[src/rtl/bin2bcd_pkg.sv]
// Shared types and constants for the sequential binary-to-BCD converter.
// Leading-zero blanking is enabled by defining BIN2BCD_BLANK_EN.
package bin2bcd_pkg;

  typedef enum logic [1:0] {
    IDLE  = 2'd0,
    SHIFT = 2'd1,
    DONE  = 2'd2
  } state_t;

  localparam int BCD_W = 4;
  localparam logic [BCD_W-1:0] ADD3_THRESH = 4'd5;

  // True when every WIDTH-bit value fits in DIGITS decimal digits.
  function automatic bit params_legal(input int width, input int digits);
    longint p10;
    p10 = 1;
    for (int i = 0; i < digits; i++) p10 = p10 * 10;
    return (width > 0) && (width < 63) && ((longint'(1) << width) <= p10);
  endfunction

endpackage

[src/rtl/bcd_add3.sv]
// One BCD digit of the shift-and-add-3 correction: digits of 5 or more get +3
// so that the following left shift carries correctly into the next digit.
module bcd_add3
  import bin2bcd_pkg::*;
(
  input  logic [BCD_W-1:0] digit,
  output logic [BCD_W-1:0] adjusted
);

  assign adjusted = (digit >= ADD3_THRESH) ? digit + BCD_W'(3) : digit;

endmodule

[src/rtl/bin2bcd_seq.sv]
// Sequential binary-to-BCD converter, one input bit per clock, start/done handshake.
// Define BIN2BCD_BLANK_EN to register a leading-zero blank mask on blank_out.
module bin2bcd_seq
  import bin2bcd_pkg::*;
#(
  parameter int WIDTH  = 10,
  parameter int DIGITS = 4
) (
  input  logic                  clk,
  input  logic                  reset,
  input  logic                  start,
  input  logic [WIDTH-1:0]      bin_in,
  output logic                  busy,
  output logic                  done,
  output logic [4*DIGITS-1:0]   bcd_out,
  output logic [DIGITS-1:0]     blank_out
);

  localparam int BCD_TOT = BCD_W * DIGITS;
  localparam int SR_W    = BCD_TOT + WIDTH;
  localparam int CNT_W   = $clog2(WIDTH + 1);

  if (!params_legal(WIDTH, DIGITS)) begin : g_illegal_params
    $error("bin2bcd_seq: 2^WIDTH-1 does not fit in DIGITS BCD digits");
  end

  // Handshake: start is sampled only while busy is low (IDLE or DONE);
  // done pulses for one cycle and bcd_out is valid from that cycle on.
  state_t             state;
  logic [SR_W-1:0]    sr;
  logic [CNT_W-1:0]   cnt;
  logic [BCD_TOT-1:0] corr_bcd;
  logic [SR_W-1:0]    shifted;

  for (genvar g = 0; g < DIGITS; g++) begin : g_add3
    bcd_add3 u_add3 (
      .digit    (sr[WIDTH + BCD_W*g +: BCD_W]),
      .adjusted (corr_bcd[BCD_W*g +: BCD_W])
    );
  end

  assign shifted = {corr_bcd, sr[WIDTH-1:0]} << 1;

`ifdef BIN2BCD_BLANK_EN
  localparam logic [DIGITS-1:0] BLANK_RST = {DIGITS{1'b1}} << 1;

  logic [DIGITS-1:0] blank_next;
  logic              hi_zero;

  // Walk from the most significant digit down; digit 0 is never blanked.
  always_comb begin
    blank_next = '0;
    hi_zero    = 1'b1;
    for (int i = DIGITS - 1; i >= 1; i--) begin
      hi_zero       = hi_zero & (shifted[WIDTH + BCD_W*i +: BCD_W] == '0);
      blank_next[i] = hi_zero;
    end
  end
`else
  assign blank_out = '0;
`endif

  always_ff @(posedge clk) begin
    if (reset) begin
      state     <= IDLE;
      busy      <= 1'b0;
      done      <= 1'b0;
      bcd_out   <= '0;
      sr        <= '0;
      cnt       <= '0;
`ifdef BIN2BCD_BLANK_EN
      blank_out <= BLANK_RST;
`endif
    end else begin
      case (state)
        IDLE, DONE: begin
          done <= 1'b0;
          if (start) begin
            sr    <= {{BCD_TOT{1'b0}}, bin_in};
            cnt   <= CNT_W'(WIDTH);
            busy  <= 1'b1;
            state <= SHIFT;
          end else begin
            busy  <= 1'b0;
            state <= IDLE;
          end
        end
        SHIFT: begin
          sr  <= shifted;
          cnt <= cnt - CNT_W'(1);
          if (cnt == CNT_W'(1)) begin
            state   <= DONE;
            busy    <= 1'b0;
            done    <= 1'b1;
            bcd_out <= shifted[SR_W-1:WIDTH];
`ifdef BIN2BCD_BLANK_EN
            blank_out <= blank_next;
`endif
          end
        end
        default: begin
          state <= IDLE;
          busy  <= 1'b0;
          done  <= 1'b0;
        end
      endcase
    end
  end

endmodule

[config.mk]
export PLATFORM = sky130hd
export DESIGN_NAME = bin2bcd_seq
export DESIGN_NICKNAME = d
export VERILOG_FILES = /design/src/rtl/bin2bcd_pkg.sv /design/src/rtl/bcd_add3.sv /design/src/rtl/bin2bcd_seq.sv
export SDC_FILE = /design/constraint.sdc
export NUM_CORES = 1
export LEC_CHECK = 0
export BUFFER_PORTS_ARGS = -buffer_cell sky130_fd_sc_hd__clkbuf_2
export CORE_UTILIZATION = 51
export CTS_CLUSTER_SIZE = 16
export DETAILED_ROUTE_END_ITERATION = 8
export GPL_ROUTABILITY_DRIVEN = 0
export PLACE_DENSITY = 0.73
export SLEW_MARGIN = 20
export SYNTH_ARGS = -nofsm -noshare
export SYNTH_HDL_FRONTEND = slang
export SYNTH_HIERARCHICAL = 1
export SYNTH_SLANG_ARGS = --single-unit
[constraint.sdc]
create_clock -name clk -period 1.5 [get_ports clk]
set_clock_uncertainty 0.2 [all_clocks]
set_input_delay 0.075 -clock clk [delete_from_list [all_inputs] [get_ports clk]]
set_output_delay 0.075 -clock clk [all_outputs]
set_load 0.01 [all_outputs]
After elaboration in Yosys (flattened, before gate mapping)
Cells that the tools add are included.
Operators by class
  $lt $le $gt $ge: 4
  reductions and logical operators: 6
  eq/ne operators: 5
  bitwise gates (word level): 1
  add/subtract/negate cells: 5
  muxes and demuxes: 14
Operator list (number)
  $pmux W26 S2: 1
  $mux W26: 1
  $ge A4 B3 Y1 const B: 4
  $mux W4: 4
  $add A4 B2 Y4 const B: 3
  $pmux W4 S2: 1
  $eq A4 B1 Y1 const B: 1
  $ne A2 B2 Y1 const B: 2
  $pmux W2 S2: 1
  $reduce_and A2 Y1: 2
  $reduce_or A2 Y1: 2
  $sub A4 B1 Y4 const B: 1
  $add A3 B2 Y3 const B: 1
  $mux W1: 3
  $mux W3: 1
  $eq A2 B1 Y1 const B: 1
  $eq A2 B2 Y1 const B: 1
  $logic_not A2 Y1: 1
  $mux W2: 1
  $pmux W1 S2: 1
  $reduce_bool A2 Y1: 1
  $not A1 Y1: 1
Word-level totals
  bits in registers: 50
  input port bits: 13
  word-level logic and storage cells: 41
  output and inout port bits: 22

Longest topological paths before layout
Gate-level depths: netlist of run 1.
  depth in word-level cells: 4
  mapped depth: 7
  gate-level depth less buffers: 7

Cells and area by module
The synthesis of run 1 kept the hierarchy.
By module, submodules not included
  bin2bcd_seq: seq. area each 1001.0 sq um, instances 1, area each 1931.9 sq um, cells each 200
  bcd_add3: seq. area each 0.0 sq um, instances 4, area each 101.3 sq um, cells each 16

Worst setup path after synthesis of run 1
No wires, ideal clock.
  path kind: register to register
  from: reg cnt[1]
  to: reg bcd_out[10]
  buffers on the path: 2
  data required time: 1.168 ns
  clock period less this slack: 1.644 ns
  setup time: 0.132 ns
  slack: -0.144 ns
  stages on the path, launching flop included: 8
  arrival time: 1.312 ns
  cell sequence: dfxtp_1 inv_1 ha_1 buf_4 or3b_4 buf_6 o21ai_1 a21oi_1
On the way
  longest elaborated chain between the ends: 2
Ends and longest elaborated chain
  from (decl): line bin2bcd_seq.sv:31  | logic [CNT_W-1:0] cnt;
  from (signal assigned): line bin2bcd_seq.sv:80  | cnt <= CNT_W'(WIDTH);
  from (signal assigned): line bin2bcd_seq.sv:90  | cnt <= cnt - CNT_W'(1);
  $eq A4 B1 Y1: line bin2bcd_seq.sv:91  | if (cnt == CNT_W'(1)) begin
  $reduce_and A2 Y1 (no line)
  to (signal assigned): line bin2bcd_seq.sv:95  | bcd_out <= shifted[SR_W-1:WIDTH];
  to (decl): line bin2bcd_seq.sv:15  | output logic [4*DIGITS-1:0] bcd_out,
No other way between the ends.
A chain may end at the register's enable or synchronous reset.

Worst setup path in the final report of run 1
  from: reg sr[18]
  to: reg bcd_out[9]
On the way
  longest elaborated chain between the ends: 2
  elaborated cells between the ends (all ways): 3
  those cells by class: 1 x add/sub; 1 x order compare; 1 x mux
Ends and longest elaborated chain
  from (decl): line bin2bcd_seq.sv:30  | logic [SR_W-1:0] sr;
  from (signal assigned): line bin2bcd_seq.sv:79  | sr <= {{BCD_TOT{1'b0}}, bin_in};
  from (signal assigned): line bin2bcd_seq.sv:89  | sr <= shifted;
  $add A4 B2 Y4 / $ge A4 B3 Y1 (equally long branches): line bcd_add3.sv:10  | assign adjusted = (digit >= ADD3_THRESH) ? digit + BCD_W'(3) : digit;
  $mux W4 *: line bcd_add3.sv:10
  named net corr_bcd[8]: line bin2bcd_seq.sv:32  | logic [BCD_TOT-1:0] corr_bcd;
The timed path passes the listed nets; every way through them passes the cells marked *.

==> results.md, run 1 <==
- Entering global routing, the biggest net connects 36 pins.
- The worst hold path was traced through 3 stages.
- The initial antenna violation count was 0.
- The CTS root buffer is clkbuf_8.
- The worst hold slack across all endpoints is between 0.02 and 0.03 ns.
- The first global-routing pass estimated 8960 um of wire.
- Setup violations remaining at the end of the flow were counted as 26.
- The number of global-route vias before repair came to 2027.
- The worst setup path is captured at a flip-flop.
- The number of cells produced by synthesis is 260.
- The clock reaches the later pin of the worst-skew pair after 0.31 ns.
- After synthesis the cells add up to ~2300 um^2.
- The floorplan step set the die width to between 60 and 70 um.
- The count of placed standard cells in the final layout, fillers left out is between 300 and 400.
- The detail route stage leaves a number of antenna-violating nets equal to 0.
- Row generation in the floorplan step produced 24 rows.
- The clock period minus final worst setup slack is 1.69 ns.
- The final layout contains routed wiring with a total length of between 6000 and 7000 um.
- The final count of hold timing violations is 0.
- The core box area is 4350 um^2.
- The data required time of the critical path is between 1.5 and 2 ns.
- Using the TritonRoute via totals, the vias-per-cell ratio works out to 5.84.
- Summed over all failing endpoints, the final setup total negative slack is -2.52 ns.
- After detailed routing, the average wire length per cell comes to about 16 um.
- Clock-pin slew was measured on the worst setup and hold paths at approximately 0.090 ns.
- The count of port buffers added during placement is 30.
- The antenna cell count is 0.
- Of all nets on the critical path, the largest fanout is 4.
- The worst register-to-register path has a depth of 8.
- The number of buffers added by the clock tree synthesis step is 5.
- The layout cell share with drive strength beyond 1 is 44.0%.
- The worst-case IR drop observed on VDD is roughly 0.00063 V.
- The first TritonRoute pass finished after 4 iterations.
- The setup slack after placement is -0.250 ns.
- The flow ran to the end, but the final reports show violations.
- The I/O pin count is 35.
- The setup slack after layout is -0.187 ns.
- The path class of the tightest hold or removal check is in -> reg.
- Summing all placed instances gives a cell area of between 2000 and 3000 um^2.
- The number of max-slew violations in the final report is 0.
- The placed instance count is 355.
- The power density over the cells is approximately 830 nW/um^2.
- TritonCTS built the clock tree.
- The fmax is around 0.59 GHz.
- The via total after detailed routing is 2267.
- The final reports fail on negative setup slack.
- The clock passes through at most 2 buffers.
- The count of synthesis-stage warnings from yosys is 6.
- The final layout contains about 360 nets.
- STA classifies the critical path startpoint as a flip-flop.
- The overall die area is 4820 um^2.
- The number of max-cap violations is 0.
- The analysis attributes to cell leakage a power of around 1.3 nW.
- The aggregate global routing overflow is 0.
- The startpoint-to-endpoint class of the critical path is reg -> reg.
- The count of clock tree sinks is 50.
- After legalization and detailed placement, the total HPWL measured approximately 3300 um.
- The total non-filler cell area in the finished layout is ~3300 um^2.
- Data on the critical path arrives at its endpoint at 1.73 ns.
- The area growth from synthesis to final layout is 41.4%.
- Each instance of the synthesized netlist takes up on average a little under 9 um^2.
- The effective utilization at floorplan is between 50% and 60%.
- Once layout is complete, the utilization of the core stands at between 70 and 80%.
- For this block, the initial DRC count from the detailed router was between 100 and 150.
- The number of remaining DRC errors is 0.
- The H-tree was split into 2 levels.
- Setup repair after global routing could not meet its margin everywhere.
- Total power for the finished layout comes to 2.71 mW.
- Measured along the y axis, the die boundary spans 69.4 um.
- The final critical-path share of the clock period is 112%.
- The all-layer global routing usage is around 23%.
final cells by class:
cell class / count / area [um^2]
fillers: 282 / 1080
repair buffers: 87 / 621
flip-flops and latches: 50 / 1020
clock buffers: 8 / 110
multi-input cells: 180 / 1410
inverters: 11 / 48.8
well taps: 52 / 65.1
cell usage in the layout, fill, tap and decap left out, drive strengths merged, types with 9 or more instances in the layout:
cell type / n
a21oi: 34
a22o: 16
a22oi: 9
buf: 46
clkbuf: 38
dfxtp: 50
dlygate4sd3: 11
ha: 10
inv: 11
nand2: 17
nand2b: 9
nand3: 13
nand4: 16
o21ai: 22
routing by layer:
| layer | GRT usage, % | up-vias | part of all wire, % | wire length (um) |
|---|---|---|---|---|
| li1 | - | 1082 | - | - |
| met1 | 27.6 | 1111 | 43 | 2620 |
| met2 | 40.7 | 61 | 51 | 3100 |
| met3 | 4.36 | 13 | 4.4 | 270 |
| met4 | 7.26 | 0 | 2.0 | 123 |
| met5 | 0 | - | 0 | 0 |
state kept, by name (all words and copies together), names as in the netlist:
name,count
state,2
done,1
bcd_out,16
cnt,4
busy,1
sr,26
final timing paths:
path / from / to / slack (ns)
setup / recovery: sr[18]$_SDFFE_PP0P_ / bcd_out[9]$_SDFFE_PP0P_ / -0.19
hold / removal: reset / sr[14]$_SDFFE_PP0P_ / 0.03
setup reg to reg: sr[18]$_SDFFE_PP0P_ / bcd_out[9]$_SDFFE_PP0P_ / -0.19
hold reg to reg: bcd_out[8]$_SDFFE_PP0P_ / bcd_out[8]$_SDFFE_PP0P_ / 0.26
where the power goes:
part	internal, mW	leakage (nW)	switching (mW)	total, mW
combinational	0.173	0.842	0.242	0.415
sequential	1.36	0.411	0.0275	1.39
clock	0.466	0.0575	0.443	0.909
critical path, cell delays in order, from the launching register on:
cell	delay (ns)
dfxtp_4	0.38
inv_2	0.05
ha_2	0.19
nand2b_4	0.07
a21oi_4	0.18
buf_4	0.14
xnor2_2	0.12
nand4_1	0.14
a21oi_1	0.14
repair_timing:
| action | in CTS | in global routing |
|---|---|---|
| setup buffers | 5 | 7 |
| hold buffers | 11 | 0 |
| gates cloned | 0 | 2 |
| pin swaps | 18 | 11 |
| gates resized for setup | 36 | 36 |
| endpoints found under the hold margin | 11 | 0 |
| endpoints found under the setup margin | 36 | 38 |
No activity file was read; power rests on OpenSTA's default activity.
==> inputs of run 2 (changes only) <==
Settings changed: CORE_UTILIZATION 51 to 23, PLACE_DENSITY 0.73 to 0.38.
==> results.md, run 2 (synthesized netlist as in run 1, its figures left out) <==
- Run status: finished, violations left (unchanged).
- Failing checks: negative setup slack (unchanged).
- The effective utilization at floorplan is 23.7% (was 53.2%).
- The number of setup violations in the final report was 21 (was 26).
- The detailed router's first-iteration violation count is 65 (was 149).
- The fmax was 0.611 GHz (was 0.593 GHz).
- The endpoint arrival time on the critical path was 1.68 ns (was 1.73 ns).
- The register containing the most flip-flops in the final layout was sr (unchanged).
- The setup slack after placement was -0.240 ns (was -0.250 ns).
- The die boundary height is 102 um (was 69.4 um).
- Largest registers ranked by flip-flop count: sr x26, bcd_out x16, cnt x4 (unchanged).
- The setup slack after layout came to -0.136 ns (was -0.187 ns).
- The initial antenna violation count is 0 (unchanged).
- The maximum VDD drop is 0.000395 V (was 0.000630 V).
- Setup repair after global routing missed its margin: true (unchanged).
- The net count reported at finish is 360 (was 358).
- The met2 layer wire length in the routed design is 3290 um (was 3100 um).
- The register-to-register setup slack is -0.14 ns (was -0.19 ns).
- The detail-routed net length per standard cell was 14.2 um (was 15.8 um).
- Critical path, cell by cell: inv_4 -> ha_4 -> nand2b_4 -> a21oi_4 -> mux2i_2 -> nand4_1 -> a21oi_1 (was inv_2 -> ha_2 -> nand2b_4 -> a21oi_4 -> buf_4 -> xnor2_2 -> nand4_1 -> a21oi_1).
- The detailed-router iteration count before antenna repair is 4 (unchanged).
- The wire length of the first global-routing pass is 10500 um (was 8960 um).
- The I/O pin count was 35 (unchanged).
- The all-layer global routing usage is 13.1% (was 22.9%).
- The final core utilization is 35.0% (was 75.3%).
- The number of buffers added by the clock tree synthesis step is 5 (unchanged).
- The placed cell area was 2810 um^2 (was 2670 um^2).
- The depth of the worst register-to-register path is 7 (was 8).
- The number of max-cap violations is 0 (unchanged).
- The leakage power summed over all cells came to 1.32 nW (was 1.31 nW).
- The wire length on met3 is 234 um (was 270 um).
- The maximum buffer depth of the clock tree came to 2 (unchanged).
- The total area of multi-input combinational cells is 1470 um^2 (was 1410 um^2).
- The worst hold path class is in -> reg (unchanged).
- The count of clock tree sinks is 50 (unchanged).
- The core box area is 9770 um^2 (was 4350 um^2).
- The clock-pin transition on the worst setup and hold timing paths came to 0.10 ns (was 0.09 ns).
- The number of remaining DRC errors is 0 (unchanged).
- The total non-filler cell area in the finished layout is 3420 um^2 (was 3280 um^2).
- The CTS root buffer is clkbuf_8 (unchanged).
- The commonest non-fill, non-tap cell in the layout was buf_4 (unchanged).
- The critical path launch point type is a flip-flop (unchanged).
- The longest individual stage delay on the worst path is 0.37 ns (was 0.38 ns).
- The width of the die is 102 um (was 69.4 um).
- The top fanout value on the critical path is 3 (was 4).
- The startpoint-to-endpoint class of the critical path is reg -> reg (unchanged).
- The aggregate global routing overflow is 0 (unchanged).
- The cell with the biggest individual delay on the critical path is dfxtp_2 (was dfxtp_4).
- The flip-flop count of the largest register, all copies and words added is 26 (unchanged).
- Most frequent cells in the layout: 42 x buf_4, 40 x dfxtp_1, 30 x clkbuf_2, 27 x a21oi_1 (unchanged).
- The TritonCTS clock tree is yes (unchanged).
- The overall die area is 10500 um^2 (was 4820 um^2).
- The routed metal-1 wirelength came to 3130 um (was 2620 um).
- The number of global-route vias before repair was 2046 (was 2027).
- The kind of end point of the critical path was a flip-flop (unchanged).
- The data required time of the critical path is 1.54 ns (about the same).
- The total power was 2.61 mW (was 2.71 mW).
- The number of max-slew violations in the final report is 0 (unchanged).
- The latest clock arrival within the worst-skew pair came to 0.30 ns (was 0.31 ns).
- The post-detailed-route count of antenna-violating nets is 0 (unchanged).
- The antenna cell count is 0 (unchanged).
- The layout cell share with drive strength beyond 1 is 45.7% (was 44.0%).
- The wire length after detailed routing came to 6690 um (was 6110 um).
- The placement row count is 36 (was 24).
- The area growth from synthesis to final layout came to 47.6% (was 41.4%).
- The clock period minus final worst setup slack is 1.64 ns (was 1.69 ns).
- The highest signal layer in the routed design is met4 (unchanged).
- The count of port buffers added during placement is 30 (unchanged).
- The final critical-path share of the clock period came to 109% (was 112%).
- The maximum number of pins on one net before global-route repair is 19 (was 36).
- The worst hold path stage count is 4 (was 3).
- The number of vias per cell was 4.62 (was 5.84).
- The via total after detailed routing is 2171 (was 2267).
- The power density over the cells is 762 nW/um^2 (was 827 nW/um^2).
- The H-tree depth reported by CTS is 2 (unchanged).
- The number of inserted filler cells in the final layout is 1034 (was 282).
- The final count of hold timing violations came to 0 (unchanged).
- The half-perimeter wire length after detailed placement came to 4140 um (was 3260 um).
- The sequential cell area in the final layout came to 1020 um^2 (unchanged).
==> run 2: changes by cell type in the layout (fill, tap and decap cells not counted), moves of 2 or more <==
cell and change:
clkbuf_1 +2, nor2b_2 +2, nor2b_4 -2, nor2_1 +2, inv_2 +2, inv_1 -2
clkbuf_8 -3, o21ai_4 +2, buf_6 +2, xnor2_1 -2
==> run 2: power by group <==
group          internal (mW)  switching (mW)  leakage (nW)
clock                  0.323           0.455        0.0383
sequential              1.36          0.0329         0.411
combinational          0.185           0.251         0.867
==> run 2: layout make-up <==
cell class	instances	area share [%]
inverters	11	1.43
multi-input cells	181	43.1
flip-flops and latches	50	29.9
well taps	133	4.87
clock buffers	7	2.23
repair buffers	88	18.5
==> run 2: timing repair <==
| item | 4_1_cts | 5_1_grt |
|---|---|---|
| pin swaps | 16 | 24 |
| buffers inserted | 5 | 5 |
| setup endpoints to repair | 29 | 31 |
| cloned | 2 | 1 |
| hold endpoints to repair | 10 | 0 |
| hold buffers | 10 | 0 |
| resized for setup | 37 | 47 |
==> run 2: stage by stage <==
stage	cells	hold slack, ns	TNS, ns
after CTS	464	0.0170	-1.36
after detailed placement	440	0.109	-2.74
after floorplan	263	0.0110	-1.96
final	470	0.0246	-1.37
after global routing	470	0.0700	-3.24
after global placement	440	0.104	-2.42
==> run 2: worst max-delay path: cells and delay by family (launching register included) <==
kind                       cells  cell delay, ns
and+or+nand+nor                2            0.24
DFF                            1            0.37
AOI/OAI and AO/OA              2            0.29
muxes                          1            0.27
buffers and inverters          1            0.05
adders and majority gates      1            0.15
==> run 2: path summary, 6_finish.rpt <==
check                                             start                       to
worst min-delay path                              start       sr[9]$_SDFFE_PP0P_
worst min register to register  bcd_out[0]$_SDFFE_PP0P_  bcd_out[0]$_SDFFE_PP0P_
worst max-delay path                sr[15]$_SDFFE_PP0P_  bcd_out[6]$_SDFFE_PP0P_
worst max register to register      sr[15]$_SDFFE_PP0P_  bcd_out[6]$_SDFFE_PP0P_
==> run 2: routing by layer <==
layer | up-vias | GRT usage (%)
met5 | - | 0
met4 | 0 | 2.86
met3 | 4 | 3.08
met2 | 33 | 21.6
met1 | 1048 | 17.5
li1 | 1086 | -
